`src/rtl/acc_datapath_multicycle.sv`:
```
// rtl/acc_datapath_multicycle.sv - multicycle accumulator CPU core with req/ack data-memory handshake
// Defining ACC_DP_IMM_EN turns opcode E into LDI (AC = zero-extended operand); otherwise E is a NOP.
module acc_datapath_multicycle #(
   parameter int DATA_W   = 8,
   parameter int ADDR_W   = 4,
   parameter int OPCODE_W = 4
) (
   input  logic                         clock,
   input  logic                         reset,
   input  logic                         run,
   output logic [ADDR_W-1:0]            instMemAddrBus,
   input  logic [OPCODE_W+ADDR_W-1:0]   instMemDataBus,
   output logic [ADDR_W-1:0]            dataMemAddrBus,
   output logic [DATA_W-1:0]            dataMemInDataBus,
   input  logic [DATA_W-1:0]            dataMemOutDataBus,
   output logic                         dm_req,
   output logic                         dm_we,
   input  logic                         dm_ack,
   output logic [DATA_W-1:0]            acOut,
   output logic [DATA_W-1:0]            aluOut,
   output logic                         zero_flag,
   output logic                         carry_flag,
   output logic                         halted
);
   typedef logic [OPCODE_W-1:0] op_t;
   localparam op_t OP_LDA = op_t'(1);
   localparam op_t OP_STA = op_t'(2);
   localparam op_t OP_ADD = op_t'(3);
   localparam op_t OP_SUB = op_t'(4);
   localparam op_t OP_AND = op_t'(5);
   localparam op_t OP_OR  = op_t'(6);
   localparam op_t OP_XOR = op_t'(7);
   localparam op_t OP_NOT = op_t'(8);
   localparam op_t OP_JMP = op_t'(9);
   localparam op_t OP_JZ  = op_t'(10);
   localparam op_t OP_JC  = op_t'(11);
   localparam op_t OP_SHL = op_t'(12);
   localparam op_t OP_SHR = op_t'(13);
`ifdef ACC_DP_IMM_EN
   localparam op_t OP_LDI = op_t'(14);
`endif
   localparam op_t OP_HLT = op_t'(15);

   typedef enum logic [2:0] {S_FETCH, S_DECODE, S_MEM, S_EXEC, S_HALT} state_t;

   state_t                       state_q, state_d;
   logic [ADDR_W-1:0]            pc_q, pc_d;
   logic [DATA_W-1:0]            ac_q, ac_d;
   logic [DATA_W-1:0]            mdr_q, mdr_d;
   logic [OPCODE_W+ADDR_W-1:0]   ir_q, ir_d;
   logic                         z_q, z_d, c_q, c_d;

   op_t                          opcode;
   logic [ADDR_W-1:0]            operand;
   logic                         is_mem_op, take_branch;
   logic [DATA_W-1:0]            alu_res;
   logic                         alu_carry, alu_wr_ac, alu_wr_c;

   assign opcode      = ir_q[OPCODE_W+ADDR_W-1:ADDR_W];
   assign operand     = ir_q[ADDR_W-1:0];
   assign is_mem_op   = (opcode != op_t'(0)) && (opcode <= OP_XOR);
   assign take_branch = (opcode == OP_JMP) || ((opcode == OP_JZ) && z_q) || ((opcode == OP_JC) && c_q);

   // Non-ALU opcodes pass AC through so aluOut stays stable between instructions.
   always_comb begin
      alu_res   = ac_q;
      alu_carry = c_q;
      alu_wr_ac = 1'b0;
      alu_wr_c  = 1'b0;
      case (opcode)
         OP_LDA: begin alu_res = mdr_q; alu_wr_ac = 1'b1; end
         OP_ADD: begin {alu_carry, alu_res} = {1'b0, ac_q} + {1'b0, mdr_q}; alu_wr_ac = 1'b1; alu_wr_c = 1'b1; end
         OP_SUB: begin {alu_carry, alu_res} = {1'b0, ac_q} - {1'b0, mdr_q}; alu_wr_ac = 1'b1; alu_wr_c = 1'b1; end
         OP_AND: begin alu_res = ac_q & mdr_q; alu_wr_ac = 1'b1; end
         OP_OR:  begin alu_res = ac_q | mdr_q; alu_wr_ac = 1'b1; end
         OP_XOR: begin alu_res = ac_q ^ mdr_q; alu_wr_ac = 1'b1; end
         OP_NOT: begin alu_res = ~ac_q; alu_wr_ac = 1'b1; end
         OP_SHL: begin alu_res = ac_q << 1; alu_carry = ac_q[DATA_W-1]; alu_wr_ac = 1'b1; alu_wr_c = 1'b1; end
         OP_SHR: begin alu_res = ac_q >> 1; alu_carry = ac_q[0]; alu_wr_ac = 1'b1; alu_wr_c = 1'b1; end
`ifdef ACC_DP_IMM_EN
         OP_LDI: begin alu_res = DATA_W'(operand); alu_wr_ac = 1'b1; end
`endif
         default: ;
      endcase
   end

   always_comb begin
      state_d = state_q;
      pc_d    = pc_q;
      ac_d    = ac_q;
      mdr_d   = mdr_q;
      ir_d    = ir_q;
      z_d     = z_q;
      c_d     = c_q;
      case (state_q)
         S_FETCH: begin
            if (run) begin
               ir_d    = instMemDataBus;
               state_d = S_DECODE;
            end
         end
         S_DECODE: begin
            if (opcode == OP_HLT)  state_d = S_HALT;
            else if (is_mem_op)    state_d = S_MEM;
            else                   state_d = S_EXEC;
         end
         S_MEM: begin
            if (dm_ack) begin
               if (opcode != OP_STA) mdr_d = dataMemOutDataBus;
               state_d = S_EXEC;
            end
         end
         S_EXEC: begin
            if (alu_wr_ac) begin
               ac_d = alu_res;
               z_d  = (alu_res == '0);
            end
            if (alu_wr_c) c_d = alu_carry;
            pc_d    = take_branch ? operand : pc_q + ADDR_W'(1);
            state_d = S_FETCH;
         end
         S_HALT:  ;
         default: state_d = S_FETCH;
      endcase
   end

   always_ff @(posedge clock) begin
      if (reset) begin
         state_q <= S_FETCH;
         pc_q    <= '0;
         ac_q    <= '0;
         mdr_q   <= '0;
         ir_q    <= '0;
         z_q     <= 1'b0;
         c_q     <= 1'b0;
      end else begin
         state_q <= state_d;
         pc_q    <= pc_d;
         ac_q    <= ac_d;
         mdr_q   <= mdr_d;
         ir_q    <= ir_d;
         z_q     <= z_d;
         c_q     <= c_d;
      end
   end

   assign instMemAddrBus   = pc_q;
   assign dataMemAddrBus   = operand;
   assign dataMemInDataBus = ac_q;
   assign dm_req           = (state_q == S_MEM);
   assign dm_we            = dm_req && (opcode == OP_STA);
   assign acOut            = ac_q;
   assign aluOut           = alu_res;
   assign zero_flag        = z_q;
   assign carry_flag       = c_q;
   assign halted           = (state_q == S_HALT);
endmodule

```
`config.mk`:
```
export PLATFORM = sky130hd
export DESIGN_NAME = acc_datapath_multicycle
export DESIGN_NICKNAME = d
export VERILOG_FILES = /design/src/rtl/acc_datapath_multicycle.sv
export SDC_FILE = /design/constraint.sdc
export NUM_CORES = 1
export LEC_CHECK = 0
export CORE_UTILIZATION = 50
export CTS_CLUSTER_DIAMETER = 50
export DETAILED_ROUTE_END_ITERATION = 7
export HOLD_SLACK_MARGIN = 0.12
export PLACE_DENSITY = 0.83
export SLEW_MARGIN = 20
export SYNTH_ARGS = -nofsm -noshare
export SYNTH_HDL_FRONTEND = slang
export SYNTH_SLANG_ARGS = --single-unit
```
`constraint.sdc`:
```
create_clock -name clock -period 4.7 [get_ports clock]
set_input_delay 0.705 -clock clock [delete_from_list [all_inputs] [get_ports clock]]
set_output_delay 0.705 -clock clock [all_outputs]
set_load 0.02 [all_outputs]
```
Word level (Yosys, flattened, before mapping). Cells that the tools add are included.

Flip-flop bits (word level): 33. Bits of input ports: 20. Output and inout bits: 37. Logic and storage cells: 64.

Add/sub/neg operators: 3. Magnitude comparators: 1. Eq/ne operators: 21. Muxes and demuxes: 10. Bitwise gates (word level): 5. Reductions and logical operators: 17.

Operator list (count): 8-bit one-hot mux with 9 select lines (1); 4-bit equality test, second input constant (7); 4-bit by 3-bit equality test with 1-bit output, second input constant (4); 3-bit one-hot mux with 4 select lines (1); 8-bit by 8-bit adder with 9-bit output (1); 3-bit two-way mux (3); 3-bit AND reduction (3); 9-bit OR reduction (1); 8-bit by 8-bit subtractor with 9-bit output (1); 8-bit bitwise AND (1); 4-bit by 2-bit equality test with 1-bit output, second input constant (2); 8-bit zero test (1); 8-bit inverter (1); 8-bit bitwise OR (1); 4-bit nonzero test (2); 8-bit bitwise XOR (1); 3-bit by 2-bit equality test with 1-bit output, second input constant (2); 4-bit by 1-bit adder with 4-bit output, second input constant (1); 4-bit by 1-bit equality test with 1-bit output, second input constant (1); 4-bit by 3-bit <= comparator with 1-bit output, second input constant (1); 1-bit logical AND (4); 4-bit two-way mux (1); 4-bit by 2-bit != test with 1-bit output, second input constant (1); 1-bit one-hot mux with 4 select lines (1); 10 further kinds (14).

Logic depth before layout (Yosys ltp).
Depth in word-level cells: 5. Depth in mapped cells: 11. Gate-level depth less buffers: 10.

Least setup slack after synthesis. Ideal clock, no wire load.

Path kind: register -> register. From: register ac_q[0], in the netlist acOut[0]. To: register z_q, in the netlist zero_flag. Library setup time: 88 ps. Arrival: 3284 ps. Data required time: 4612 ps. Slack: 1328 ps. Cell stages (with the launch flop): 11. Period minus slack after synthesis: 3372 ps. Path through: dfxtp_1 inv_1 ha_1 fa_1 o21bai_1 a21oi_1 mux2_1 o32a_1 or4b_1 or4_1 o31ai_1.

Cells in the longest elaborated chain, start to end: 3. Elaborated cells on any way between the ends: 8. Those cells by class: add/sub (2); mux (1); bitwise (4); reduce/logical (1).

RTL lines: start: declaration (RTL line 48) `logic [DATA_W-1:0] ac_q, ac_d;`; start signal: assignment (RTL line 131) `ac_q <= '0;`; start signal: assignment (RTL line 139) `ac_q <= ac_d;`; 8-bit by 8-bit subtractor with 9-bit output / 8-bit by 8-bit adder with 9-bit output (equally long branches) (RTL line 73, 72); 8-bit one-hot mux with 9 select lines (*) (RTL line 70) `case (opcode)`; via aluOut[4] (RTL line 20) `output logic [DATA_W-1:0] aluOut,`; 8-bit zero test (*) (RTL line 116) `z_d = (alu_res == '0);`; end signal: assignment (RTL line 142) `z_q <= z_d;`; end: declaration (RTL line 51) `logic z_q, z_d, c_q, c_d;`.

Mark *: on every way through the listed nets, which the timed path passes. The rest lies on a longest branch. A chain may end at the register's enable or synchronous reset.

Final worst setup path.
From: register ac_q[1], in the netlist acOut[1]. To: output aluOut[7].

Cells in the longest elaborated chain, start to end: 2. Elaborated cells on any way between the ends: 3. Those cells by class: add/sub (2); mux (1).

RTL lines (RTL line): 8-bit by 8-bit subtractor with 9-bit output / 8-bit by 8-bit adder with 9-bit output (equally long branches) (73, 72); 8-bit one-hot mux with 9 select lines (*) (70); end: declaration (20).

Mark *: on every way between the ends. The rest lies on a longest branch, timed or not.

==> impl_metrics.toml <==
[sta]
hold_ws_ns = 0.4719
final_hold_viol_count = 0
setup_tns_ns = 0
maxSlewHeadroom_pct = 32.83
timing.fmax_mhz = 237.6
rsz0062_at_grt = "no"
finClkSkew_ns = 0.01335
setup_violations = 0
finalMaxSlewViolations = 0
timing.final.crit_period_ns = 4.209
tightest_slew_ns = 1.001
finalCritPeriodShare_pct = 89.54

[critical_path]
required_ns = 3.99
slowest_stage = "clkdlybuf4s50_1"
cp_cell_sequence = "inv_1 > ha_1 > a211oi_1 > nor3_1 > o22ai_1 > xor2_1 > o211ai_1 > a21boi_0 > clkdlybuf4s50_1"
path_buf_inv = 2
arrival_ns = 3.50
worstSetupPathType = "flip-flop to output port"
end_kind = "output port"
slowest_delay_ns = 0.66
cp-start-kind = "flip-flop"
crit_path_max_fanout = 10
crit_family = "buffers and inverters"

[clock_tree]
cts_setup_buffers = 0
cts_resized = 0
cts_root_buf = "clkbuf_8"
cts_tree = "built"
clk_pin_slew_ns = 0.08
cts_buffer_depth = 2
cts_htree_levels = 2
numCtsBuffers = 5
clkLatencyLatePin_ns = 0.30
cts_num_sinks = 33
ctsHoldBuffers = 0

[logic_synthesis]
ys_types = 66
synth_common_cells = "55 x nand2_1, 39 x a21oi_1, 39 x nor2_1, 33 x dfxtp_1, 25 x ha_1"
syn_nets = 492
synth_top_area_share_pct = 20.14
ys_ff_latch = 33
synth.most_common_cell = "nand2_1"
avgSynthCellArea_um2 = 7.369
yosys_warnings = 0
synth-seq-area-share_pct = 20.14
yosysTopAreaCell = "dfxtp_1"
ys.flop_type = "dfxtp_1"
async_flop_share_pct = 0
synth-edff-count = 0
synthCells = 445
syn-cell-area_mm2 = 0.003279
synth_area_leaders = "dfxtp_1 20%, ha_1 9.5%, nand2_1 6.3%, a21oi_1 6.0%, mux2i_1 4.6%"

[drt]
drt-initial-drc-count = 419
drt_first_pass_iters = 5
viasPerCell = 6.184
dr_total_vias = 3420
drt_wl_total_um = 9903
avgRoutedWirePerCell_um = 17.91
antenna_left = 0
drc_errors = 0

[hold_path]
min_path_type = "flip-flop to flip-flop"

[finish]
stdcell_count = 553
drive_gt1_share_pct = 6.303
area_growth_pct = 18.85
n_antenna_cell = 0
seq_area_um2 = 660.6
nets = 522
fillers = 576
multiInputGateArea_mm2 = 0.002296

[floorplanning]
core_mm2 = 0.006350
die_w_um = 82.99
rows = 29
ios = 57
start_util_pct = 51.65
die-area_mm2 = 0.006887
die_h_um = 82.99

[power]
total_power_mw = 0.9522
p_per_area_mw_per_mm2 = 244.3
leakage_nw = 1.418
ir_drop_uv = 166.0

[job]
maxCapViolations = 0

[place]
placed_cells = 545
hpwlAfterDp_um = 7295
portBuffers = 56
place.gp.congestion = 0.9325

[grt]
antenna_found_initial = 0
grt_pass1_vias = 3142
overflow = 0
grt_usage_pct = 29.18
grt_first_pass_wirelength_um = 16210
grt_max_degree = 37

[status]
status = "finished clean"
[where the power goes]
part	leakage (nW)	internal (mW)	switching (mW)	total, mW
logic	1.10	0.144	0.200	0.344
clock network	0.0543	0.159	0.130	0.289
registers	0.268	0.293	0.0264	0.320
total	1.42	0.596	0.356	0.952
[metal layers]
layer	up-vias	global-route usage, %	share of wire, %
met4	0	9.404	2.2
met3	23	4.672	7.8
met5	-	0	0
li1	1635	-	-
met2	169	45.98	45
met1	1593	40.63	45
[final cells by class]
cell class / count / area share, %
Tap cell: 77 / 2.472
Sequential cell: 33 / 16.95
Clock buffer: 5 / 1.766
Clock inverter: 3 / 1.188
Timing Repair Buffer: 66 / 16.31
Multi-Input combinational cell: 344 / 58.91
Inverter: 25 / 2.408
[registers in the layout, indices dropped and copies added (netlist names)]
name	count
carry_flag	1
ir_q	8
instMemAddrBus	4
acOut	8
zero_flag	1
mdr_q	8
state_q	3
[through the flow]
stage	worst slack (ns)	utilization (%)	area, µm²
final	0.4914	61.38	3897
after global routing	0.3131	61.38	3897
after detailed placement	0.8318	59.57	3782
after global placement	0.9091	59.57	3782
after CTS	0.5113	61.38	3897
after floorplan	1.328	-	3279
[tightest hold or removal path, stage by stage, from the launching register on]
cell,delay [ns]
dfxtp_1,0.32
nand2_1,0.05
a21oi_1,0.05
[cells in the final DEF (no fill, tap or decap), drive strengths merged, types with 5 or more instances in the layout]
master,synthesis,layout
nand3,9,9
a211oi,9,9
nor2,39,39
ha,25,25
nor2b,16,16
nand3b,5,5
clkdlybuf4s50,0,56
mux2i,15,15
o211ai,5,5
o21ai,17,17
nor3,13,13
buf,29,10
inv,25,25
nand2b,10,10
clkbuf,14,5
nand2,55,55
dfxtp,33,33
a21oi,39,39
nor3b,6,6
[kinds of logic after synthesis]
group	share of synthesized area (%)
xor+xnor	0.5342
compound gates	25.45
simple gates	26.63
fa+ha+maj	10.76
mux	6.638
buf+inv	9.844
flops	20.14
[final timing paths]
kind                                              start                      end  cells past startpoint  slack (ns)
worst max-delay path              acOut[1]$_SDFFE_PP0P_                aluOut[7]                      9        0.49
worst min-delay path            carry_flag$_SDFFE_PP0P_  carry_flag$_SDFFE_PP0P_                      2        0.47
worst max register to register    acOut[0]$_SDFFE_PP0P_   zero_flag$_SDFFE_PP0P_                     10        1.03
worst min register to register  carry_flag$_SDFFE_PP0P_  carry_flag$_SDFFE_PP0P_                      2        0.47
Power figures use the tool's default switching activity.
